`src/rtl/uart_alu_interface.sv`:
```
// uart_alu_interface: sequences UART bytes into ALU operands, returns the
// ALU result through the UART transmitter, guards frames with a timeout.
//
// state   | meaning
// --------+--------------------------------------------------------------
// IDLE    | waiting for operand A byte
// WAIT_B  | A captured, waiting for operand B byte (timeout armed)
// WAIT_OP | B captured, waiting for opcode byte (timeout armed)
// EXEC    | opcode captured, ALU settles on new operands for one cycle
// SEND    | result latched into o_tx_data, o_tx_start high this cycle
// WAIT_TX | result held until uart_tx reports the byte is out
module uart_alu_interface #(
    parameter int NB_DATA     = 8,
    parameter int NB_OP       = 6,
    parameter int TIMEOUT_CYC = 1000000
) (
    input  logic               clk,
    input  logic               i_rst,
    input  logic [NB_DATA-1:0] i_rx_data,
    input  logic               i_rx_done,
    input  logic [NB_DATA-1:0] i_alu_result,
    input  logic               i_tx_done,
    output logic [NB_DATA-1:0] o_alu_a,
    output logic [NB_DATA-1:0] o_alu_b,
    output logic [NB_OP-1:0]   o_alu_op,
    output logic [NB_DATA-1:0] o_tx_data,
    output logic               o_tx_start,
    output logic               o_busy,
    output logic               o_timeout,
    output logic               o_overrun
);

    // A single-cycle timeout still needs one counter bit.
    localparam int NB_CNT = (TIMEOUT_CYC > 1) ? $clog2(TIMEOUT_CYC) : 1;
    localparam logic [NB_CNT-1:0] CNT_TERM = NB_CNT'(TIMEOUT_CYC - 1);

    typedef enum logic [2:0] {
        IDLE    = 3'd0,
        WAIT_B  = 3'd1,
        WAIT_OP = 3'd2,
        EXEC    = 3'd3,
        SEND    = 3'd4,
        WAIT_TX = 3'd5
    } state_t;

    state_t             state_q;
    logic [NB_DATA-1:0] alu_a_q;
    logic [NB_DATA-1:0] alu_b_q;
    logic [NB_OP-1:0]   alu_op_q;
    logic [NB_DATA-1:0] tx_data_q;
    logic               tx_start_q;
    logic               busy_q;
    logic               timeout_q;
    logic               overrun_q;
    logic [NB_CNT-1:0]  cnt_q;
    logic               cnt_term;

    // The counter is cleared on every accepted byte and on timeout, so it
    // never runs past the terminal value.
    assign cnt_term = (cnt_q == CNT_TERM);

    // Frame sequencer: state, operand/result registers and output strobes.
    always_ff @(posedge clk or negedge i_rst) begin
        if (!i_rst) begin
            state_q    <= IDLE;
            alu_a_q    <= '0;
            alu_b_q    <= '0;
            alu_op_q   <= '0;
            tx_data_q  <= '0;
            tx_start_q <= 1'b0;
            busy_q     <= 1'b0;
            timeout_q  <= 1'b0;
            overrun_q  <= 1'b0;
            cnt_q      <= '0;
        end else begin
            tx_start_q <= 1'b0;
            timeout_q  <= 1'b0;
            overrun_q  <= 1'b0;
            case (state_q)
                IDLE: begin
                    if (i_rx_done) begin
                        alu_a_q <= i_rx_data;
                        cnt_q   <= '0;
                        state_q <= WAIT_B;
                    end
                end
                WAIT_B: begin
                    // A byte on the terminal cycle takes priority over timeout.
                    if (i_rx_done) begin
                        alu_b_q <= i_rx_data;
                        cnt_q   <= '0;
                        state_q <= WAIT_OP;
                    end else if (cnt_term) begin
                        timeout_q <= 1'b1;
                        cnt_q     <= '0;
                        state_q   <= IDLE;
                    end else begin
                        cnt_q <= cnt_q + NB_CNT'(1);
                    end
                end
                WAIT_OP: begin
                    if (i_rx_done) begin
                        alu_op_q <= i_rx_data[NB_OP-1:0];
                        cnt_q    <= '0;
                        busy_q   <= 1'b1;
                        state_q  <= EXEC;
                    end else if (cnt_term) begin
                        timeout_q <= 1'b1;
                        cnt_q     <= '0;
                        state_q   <= IDLE;
                    end else begin
                        cnt_q <= cnt_q + NB_CNT'(1);
                    end
                end
                EXEC: begin
                    // The ALU has seen the new operands for a full cycle, so
                    // its result is sampled here and presented during SEND.
                    overrun_q  <= i_rx_done;
                    tx_data_q  <= i_alu_result;
                    tx_start_q <= 1'b1;
                    state_q    <= SEND;
                end
                SEND: begin
                    overrun_q <= i_rx_done;
                    state_q   <= WAIT_TX;
                end
                WAIT_TX: begin
                    overrun_q <= i_rx_done;
                    if (i_tx_done) begin
                        busy_q  <= 1'b0;
                        state_q <= IDLE;
                    end
                end
                default: begin
                    busy_q  <= 1'b0;
                    cnt_q   <= '0;
                    state_q <= IDLE;
                end
            endcase
        end
    end

    assign o_alu_a    = alu_a_q;
    assign o_alu_b    = alu_b_q;
    assign o_alu_op   = alu_op_q;
    assign o_tx_data  = tx_data_q;
    assign o_tx_start = tx_start_q;
    assign o_busy     = busy_q;
    assign o_timeout  = timeout_q;
    assign o_overrun  = overrun_q;

endmodule

```
`config.mk`:
```
export PLATFORM = sky130hd
export DESIGN_NAME = uart_alu_interface
export DESIGN_NICKNAME = d
export VERILOG_FILES = /design/src/rtl/uart_alu_interface.sv
export SDC_FILE = /design/constraint.sdc
export NUM_CORES = 1
export LEC_CHECK = 0
export CORE_UTILIZATION = 45
export DETAILED_ROUTE_END_ITERATION = 6
export GPL_TIMING_DRIVEN = 0
export PLACE_DENSITY = 0.74
export SYNTH_ARGS = -nofsm -noshare
export SYNTH_HDL_FRONTEND = slang
export SYNTH_SLANG_ARGS = --single-unit
```
`constraint.sdc`:
```
create_clock -name clk -period 1.9 [get_ports clk]
set_input_delay 0.38 -clock clk [delete_from_list [all_inputs] [get_ports clk]]
set_output_delay 0.38 -clock clk [all_outputs]
set_load 0.02 [all_outputs]
```
==> flow_metrics.env <==
export IMPL_worstPathArrival_ps=2250
export IMPL_synth_top_family_by_area="simple AND/OR/NAND/NOR gates"
export IMPL_tritoncts="yes"
export IMPL_ctsHtreeMaxLevel=3
export IMPL_first_iter_violations=225
export IMPL_power_density_nw_per_um2=1500
export IMPL_final_min_clock_period_ps=2030
export IMPL_via_count=2212
export IMPL_drc=0
export IMPL_root_buffer="clkbuf_8"
export IMPL_seq_area_frac_synth=0.527
export IMPL_first_global_vias=2187
export IMPL_skew_ps=8.36
export IMPL_cts_sinks=57
export IMPL_n_antenna_cell=0
export IMPL_ys_ff_latch=57
export IMPL_synth_fa_ha_area_frac=0.00462
export IMPL_routedWlPerCell_um=15.5
export IMPL_clk_pin_slew_ps=70
export IMPL_finalHoldViolCount=0
export IMPL_cp_required_ps=2120
export IMPL_synth_compound_area_frac=0.0906
export IMPL_rsz0062_at_grt="true"
export IMPL_grt_pass1_wl_um=10300
export IMPL_io_pins=54
export IMPL_fin_ws_ps=-127
export IMPL_dpl_cell_area_um2=3340
export IMPL_grt_max_degree=36
export IMPL_dpl_worst_slack_ps=-200
export IMPL_final_cell_area_um2=3690
export IMPL_p_leak_nw=1.54
export IMPL_maxSlewHeadroom=0.582
export IMPL_yosysWarnings=0
export IMPL_syn_cell_area_um2=2710
export IMPL_finalMaxSlewViolations=0
export IMPL_coreArea_um2=5640
export IMPL_dp_hpwl_um=4150
export IMPL_grtUsageTotal=0.215
export IMPL_gp_congestion=0.811
export IMPL_place_port_buffers=52
export IMPL_fin_nets=349
export IMPL_ir_drop_uv=1000
export IMPL_end_kind="register"
export IMPL_tightest_slew_ps=624
export IMPL_rows=27
export IMPL_setup_viol=17
export IMPL_run_status="finished, violations left"
export IMPL_synthesis_instances=260
export IMPL_fp_dieArea_um2=6330
export IMPL_die_x_um=79.6
export IMPL_most_common_layout_cells="57 x dfrtp_1, 51 x clkdlybuf4s50_1, 46 x nand2_1"
export IMPL_routed_wl_um=6280
export IMPL_reg2reg_depth=5
export IMPL_cap_violations=0
export IMPL_synthMuxAreaShare=0.114
export IMPL_violations="negative setup slack"
export IMPL_drive_above_1_share=0.235
export IMPL_synth_xor_area_share=0.00323
export IMPL_min_delay_path_class="primary input to asynchronous set/reset pin"
export IMPL_cts_inserted_buffers=9
export IMPL_synthSimpleGateAreaFrac=0.213
export IMPL_syn_nets=281
export IMPL_cts_max_path_buffers=2
export IMPL_antenna_found_initial=0
export IMPL_overflow=0
export IMPL_path_class="register to register"
export IMPL_ant_nets=0
export IMPL_first_pass_iters=5
export IMPL_worst_path_max_fanout=5
export IMPL_clock_latency_ps=330
export IMPL_start_util=0.480
export IMPL_dieHeight_um=79.6
export IMPL_start_kind="register"
export IMPL_post_route_period_util=1.07
export IMPL_synth_distinct_cells=40
export IMPL_mostFrequentLayoutCell="dfrtp_1"
export IMPL_vias_per_cell=5.48
export IMPL_syn2layout_area_growth_pct=36.5
export IMPL_max_freq_ghz=0.493
export IMPL_synth_avg_cell_area_um2=10.4
==> worst paths after layout <==
kind,slack (ps),to,startpoint
max,-130,cnt_q[0],cnt_q[13]
min,30,o_alu_a[7],i_rst
max reg2reg,-130,cnt_q[0],cnt_q[13]
min reg2reg,470,o_tx_data[0],o_tx_data[0]
max in group asynchronous,1300,o_timeout,i_rst
min in group clk,470,state_q[0],i_rx_done
==> report_power, final <==
part	total, mW	switching, mW	leakage [nW]	internal (mW)
registers	1.80	0.196	0.726	1.60
logic	2.52	1.31	0.711	1.21
clock network	1.24	0.477	0.104	0.764
==> layout make-up <==
| cell class | count | area (um2) |
|---|---|---|
| fill | 454 | 1950 |
| sequential | 57 | 1430 |
| multi-input combinational | 178 | 1250 |
| timing repair buffer | 60 | 592 |
| clock buffer | 10 | 138 |
| tap | 72 | 90.1 |
| clock inverter | 5 | 80.1 |
| buffer | 13 | 80.1 |
| inverter | 9 | 33.8 |
==> registers in the layout (all words and copies together) (netlist names) <==
name	count
o_alu_op	6
o_tx_data	8
o_busy	1
o_alu_b	8
o_timeout	1
o_tx_start	1
cnt_q	20
o_alu_a	8
state_q	3
o_overrun	1
==> Yosys cell counts, drive strengths merged <==
master,number,share of area
o311ai,2,0.0065
mux2,23,0.096
mux2i,5,0.018
a31oi,1,0.0079
nand3b,2,0.0055
nand2,46,0.064
buf,6,0.021
a22o,2,0.0065
or3,3,0.0069
o31ai,2,0.0055
nand4,10,0.023
clkbuf,10,0.014
dfrtp,57,0.53
a21o,2,0.0055
o21ai,8,0.015
ha,1,0.0046
a32oi,2,0.0065
nor4bb,1,0.0037
nor4b,3,0.018
a21oi,10,0.018
a21boi,1,0.0028
clkinv,1,0.0014
o211ai,2,0.0055
nor3,10,0.018
a31o,1,0.0032
or4,2,0.0074
xnor2,1,0.0032
nor4,3,0.0069
a221o,1,0.0037
o21ba,1,0.0037
inv,8,0.011
nand3,16,0.030
and4,1,0.0037
nand2b,4,0.0092
nor2,12,0.018
==> cell families (layout without fill, tap and decap cells) <==
kind of cell / count (synthesis) / after routing
AO/OA/AOI/OAI: 35 / 35
XOR/XNOR: 1 / 1
adder cells (fa/ha/maj): 1 / 1
buffers and inverters: 25 / 97
flip-flops: 57 / 57
multiplexers: 28 / 28
AND/OR/NAND/NOR: 113 / 113
==> critical path, cell delays in order, from the launching register on <==
cell and delay (ps):
dfrtp_1 420, or4_4 510, nor4b_4 350, a31oi_4 180, buf_6 180, mux2_4 260
==> routing by layer <==
metal / GRT usage / routed length [um] / vias up
li1: - / - / 1057
met1: 0.266 / 2750 / 1084
met2: 0.357 / 3160 / 61
met3: 0.0640 / 316 / 10
met4: 0.0727 / 44 / 0
met5: 0 / 0 / -
==> per-stage QoR <==
| stage | utilization | hold slack (ps) | TNS (ps) | instances | total power, mW |
|---|---|---|---|---|---|
| floorplan | - | 84.4 | -221 | 260 | 3.17 |
| global placement | 0.590 | 457 | -82930 | 384 | 4.14 |
| detailed placement | 0.592 | 397 | -4730 | 385 | 4.20 |
| CTS | 0.643 | 36.7 | -1300 | 403 | 5.52 |
| global route | 0.655 | 57.6 | -2420 | 404 | 5.85 |
| finish | 0.655 | 27.4 | -1110 | 404 | 5.56 |
==> repair_timing <==
| item | in CTS | in global routing |
|---|---|---|
| resized for setup | 12 | 17 |
| cloned | 1 | 0 |
| pin swaps | 1 | 7 |
| setup endpoints to repair | 39 | 28 |
| buffers inserted | 3 | 3 |
| endpoints found under the hold margin | 0 | 0 |
| hold buffers | 0 | 0 |
No activity file was read; power rests on OpenSTA's default activity.
==> RTL change 1: new RTL, same settings <==
The 6 states of `state_t` get a one-hot encoding in 6 bits.
--- a/src/rtl/uart_alu_interface.sv
+++ b/src/rtl/uart_alu_interface.sv
@@ -34,13 +34,13 @@
     localparam int NB_CNT = (TIMEOUT_CYC > 1) ? $clog2(TIMEOUT_CYC) : 1;
     localparam logic [NB_CNT-1:0] CNT_TERM = NB_CNT'(TIMEOUT_CYC - 1);
 
-    typedef enum logic [2:0] {
-        IDLE    = 3'd0,
-        WAIT_B  = 3'd1,
-        WAIT_OP = 3'd2,
-        EXEC    = 3'd3,
-        SEND    = 3'd4,
-        WAIT_TX = 3'd5
+    typedef enum logic [5:0] {
+        IDLE    = 6'b000001,
+        WAIT_B  = 6'b000010,
+        WAIT_OP = 6'b000100,
+        EXEC    = 6'b001000,
+        SEND    = 6'b010000,
+        WAIT_TX = 6'b100000
     } state_t;
 
     state_t             state_q;
Function: same outputs for any inputs over 10 cycles, from zero or initial values and one cycle with i_rst low; not proved beyond that.
==> RTL change 1 against the unedited design <==
Design area is 3.6% higher; non-clock buffer count is 2 higher; highest routed layer unchanged; routed wire length is 7.4% higher; the run still ends with negative setup slack left; setup slack worse by 0.16 ns; total power fell by 11%; via count is 7.0% higher; fmax decreased by 7.5%; sequential share of layout area rose by 0.72 points; area after synthesis is 3.3% higher; sequential cell count increased by 3; die area grew 3.2%.
==> RTL change 1: results <==
group,metric,value,unit
power,powerDensity,1290,mW/mm²
critical_path,r2r_start,"state_q[3]",
global_routing,grt_pass1_wl,10600,µm
layout,nets,351,
routing,vias,2367,
critical_path,crit_arrival,2.42,ns
status,status,"finished with violations",
sta,holdWs,0.0271,ns
power,p_leak,0.00159,µW
yosys,yosysSeqAreaShare,53.7,%
yosys,avgSynthCellArea,11.0,µm²
routing,first_iter_violations,252,
status,violations,"negative setup slack",
yosys,ys_types,43,
sta,finalSetupViolCount,27,
yosys,synthTopCellsByArea,"dfrtp_1 53%, mux2_2 12%, nand2_1 2.8%",
global_routing,grt_pass1_vias,2254,
sta,worst_slack,-0.291,ns
yosys,synth_fp_nets,276,
place,place_area,0.00346,mm²
routing,routed_wl,6740,µm
critical_path,r2r_cells,7,
critical_path,worstReg2RegEnd,"cnt_q[8]",
sta,relSlewSlack,62.9,%
yosys,syn_area,0.00280,mm²
place,port_buffers,53,
global_routing,grt_max_degree,40,
power,seq_power_share,36.3,%
place,gp_congestion,0.887,
## RTL change 1: repair_timing
action | CTS | global route
pin swaps | 6 | 10
gates resized for setup | 7 | 27
gates cloned | 0 | 0
setup buffers | 11 | 4
endpoints found under the setup margin | 46 | 38
## RTL change 1: cell families after synthesis
| kind of cell | after synthesis | synth area share [%] |
|---|---|---|
| xor+xnor | 7 | 2.19 |
| flops | 60 | 53.7 |
| mux | 30 | 12.1 |
| buf+inv | 19 | 2.91 |
| fa+ha+maj | 1 | 0.447 |
| compound gates | 42 | 10.6 |
| simple gates | 96 | 18.1 |
## RTL change 1: final cells by class
cell class                 count  area [µm²]
buffer                         6        32.5
clock buffer                  10         128
clock inverter                 6        65.1
fill                         474        2130
inverter                       8        30.0
multi-input combinational    176        1300
sequential                    60        1510
tap                           75        93.8
timing repair buffer          69         677
## RTL change 1: metal layers
layer	vias up	share of wire, %	global-route usage, %
met5	-	0	0
li1	1092	-	-
met4	0	2.0	6.79
met2	106	48	32.6
met3	14	6.2	7.30
met1	1155	43	29.4
## RTL change 1: how the worst max path moves through the flow
| stage | from | endpoint | slack [ns] | depth (start not counted) |
|---|---|---|---|---|
| after floorplan | state_q[0] | cnt_q[16] | -0.35 | 7 |
| after global placement | i_rst | o_tx_data[2] | -1.45 | 1 |
| after detailed placement | i_rx_done | o_alu_b[6] | -0.57 | 6 |
| after CTS | state_q[3] | cnt_q[16] | -0.25 | 5 |
| after global routing | state_q[3] | cnt_q[4] | -0.36 | 7 |
| final | state_q[3] | cnt_q[8] | -0.29 | 7 |
## RTL change 1: worst max-delay path, cell delays in order, from the launching register on
cell,delay (ns)
dfrtp_1,0.39
or4_4,0.55
or3_4,0.36
buf_6,0.13
a31oi_4,0.24
buf_6,0.14
nand2_2,0.04
o311ai_1,0.22
==> RTL change 2: new RTL, same settings <==
Without the edit above. `TIMEOUT_CYC`: 1000000 -> 2000000.
--- a/src/rtl/uart_alu_interface.sv
+++ b/src/rtl/uart_alu_interface.sv
@@ -12,7 +12,7 @@
 module uart_alu_interface #(
     parameter int NB_DATA     = 8,
     parameter int NB_OP       = 6,
-    parameter int TIMEOUT_CYC = 1000000
+    parameter int TIMEOUT_CYC = 2000000
 ) (
     input  logic               clk,
     input  logic               i_rst,
Behaviour: same outputs for any inputs over 10 cycles, from zero or initial values and one cycle with i_rst low; that may be too few to reach the edited logic, so the function may still have changed.
==> RTL change 2 against the unedited design <==
Area after synthesis is 0.32% lower; count of clock-buffer cells in the layout increased by 1; non-clock buffer count shrank 9; design area fell by 2.8%; critical path depth did not move; routed wire length shrank 13%; setup slack improved by 0.24 ns; total power up 0.86%; sequential cell count increased by 1; largest cell class unchanged.
==> RTL change 2: results <==
group,metric,value,unit
status,status,"completed",
place,gp_congestion,0.775,
routing,wl_met1,2500,µm
critical_path,worstReg2RegEnd,"cnt_q[8]",
layout,antenna_cells,0,
layout,layout-drive-gt1-share,21.6,%
layout,multi_input_area,0.00122,mm²
global_routing,grt_use_met1,24.3,%
clock_network,cts_setup_buffers,0,
routing,via_per_inst,5.31,
layout,seqCellArea,0.00145,mm²
layout,final-nonclk-buf-share,16.7,%
layout,multi_input_gates,169,
yosys,synthTopCellsByCount,"58 x dfrtp_1, 35 x nand2_1, 23 x mux2_2, 17 x nor2_1, 9 x o21ai_0",
sta,tightestPinTransition,0.653,ns
yosys,syn_inst,241,
critical_path,cp-startpoint,"cnt_q[9]",
place,place_hpwl,3890,µm
layout,num-nonclk-inverters,3,
routing,wl_met2,2650,µm
routing,vias,2029,
global_routing,grt_pass1_vias,2054,
clock_network,cts_resized,1,
place,placed_cells,366,
global_routing,use_met2,32.2,%
yosys,ys_types,50,
yosys,yosysSeqAreaShare,53.8,%
critical_path,slowest_delay,0.45,ns
routing,wl_per_cell,14.4,µm
layout,nets,326,
layout,fillers,453,
global_routing,grt_max_degree,31,
routing,first_iter_violations,90,
place,post-place-ws,-0.0169,ns
global_routing,use_met3,7.43,%
power,vdd_drop_max,0.883,mV
critical_path,worst-path-max-fanout,10,
yosys,synth_fp_nets,262,
power,p_leak,0.00154,µW
global_routing,grt_usage,20.1,%
routing,wl_met3,256,µm
layout,multi_input_area_share,33.9,%
critical_path,r2r_slack,0.12,ns
sta,skew,0.00742,ns
## RTL change 2: cell types whose count changed after synthesis, sizes merged, moves of 4 or more
| cell | delta |
|---|---|
| a31oi | +4 |
| and3 | +4 |
| clkbuf | -7 |
| inv | -6 |
| mux2i | -5 |
| nand2 | -11 |
| nand3 | -8 |
| nand4 | -4 |
| nor2 | +7 |
| nor3 | -5 |
| xnor2 | +4 |
## RTL change 2: cell families after synthesis
family,count (synthesis),share of synthesized area (%)
xor+xnor,8,2.60
flops,58,53.8
fa+ha+maj,1,0.464
mux,23,9.60
compound gates,38,9.64
buf+inv,14,2.73
simple gates,99,21.2
## RTL change 2: stage by stage
step,hold WS [ns],utilization [%],power [µW]
after floorplan,0.0844,-,3370
after global placement,0.459,58.7,4330
after detailed placement,0.448,58.9,4400
after CTS,0.0812,62.9,5650
after global routing,0.0953,63.7,5980
final,0.0680,63.7,5610
## RTL change 2: power by group
group          total (µW)  switching [µW]  internal (µW)
registers            1850             219           1640
clock network        1230             466            769
logic                2520            1310           1200
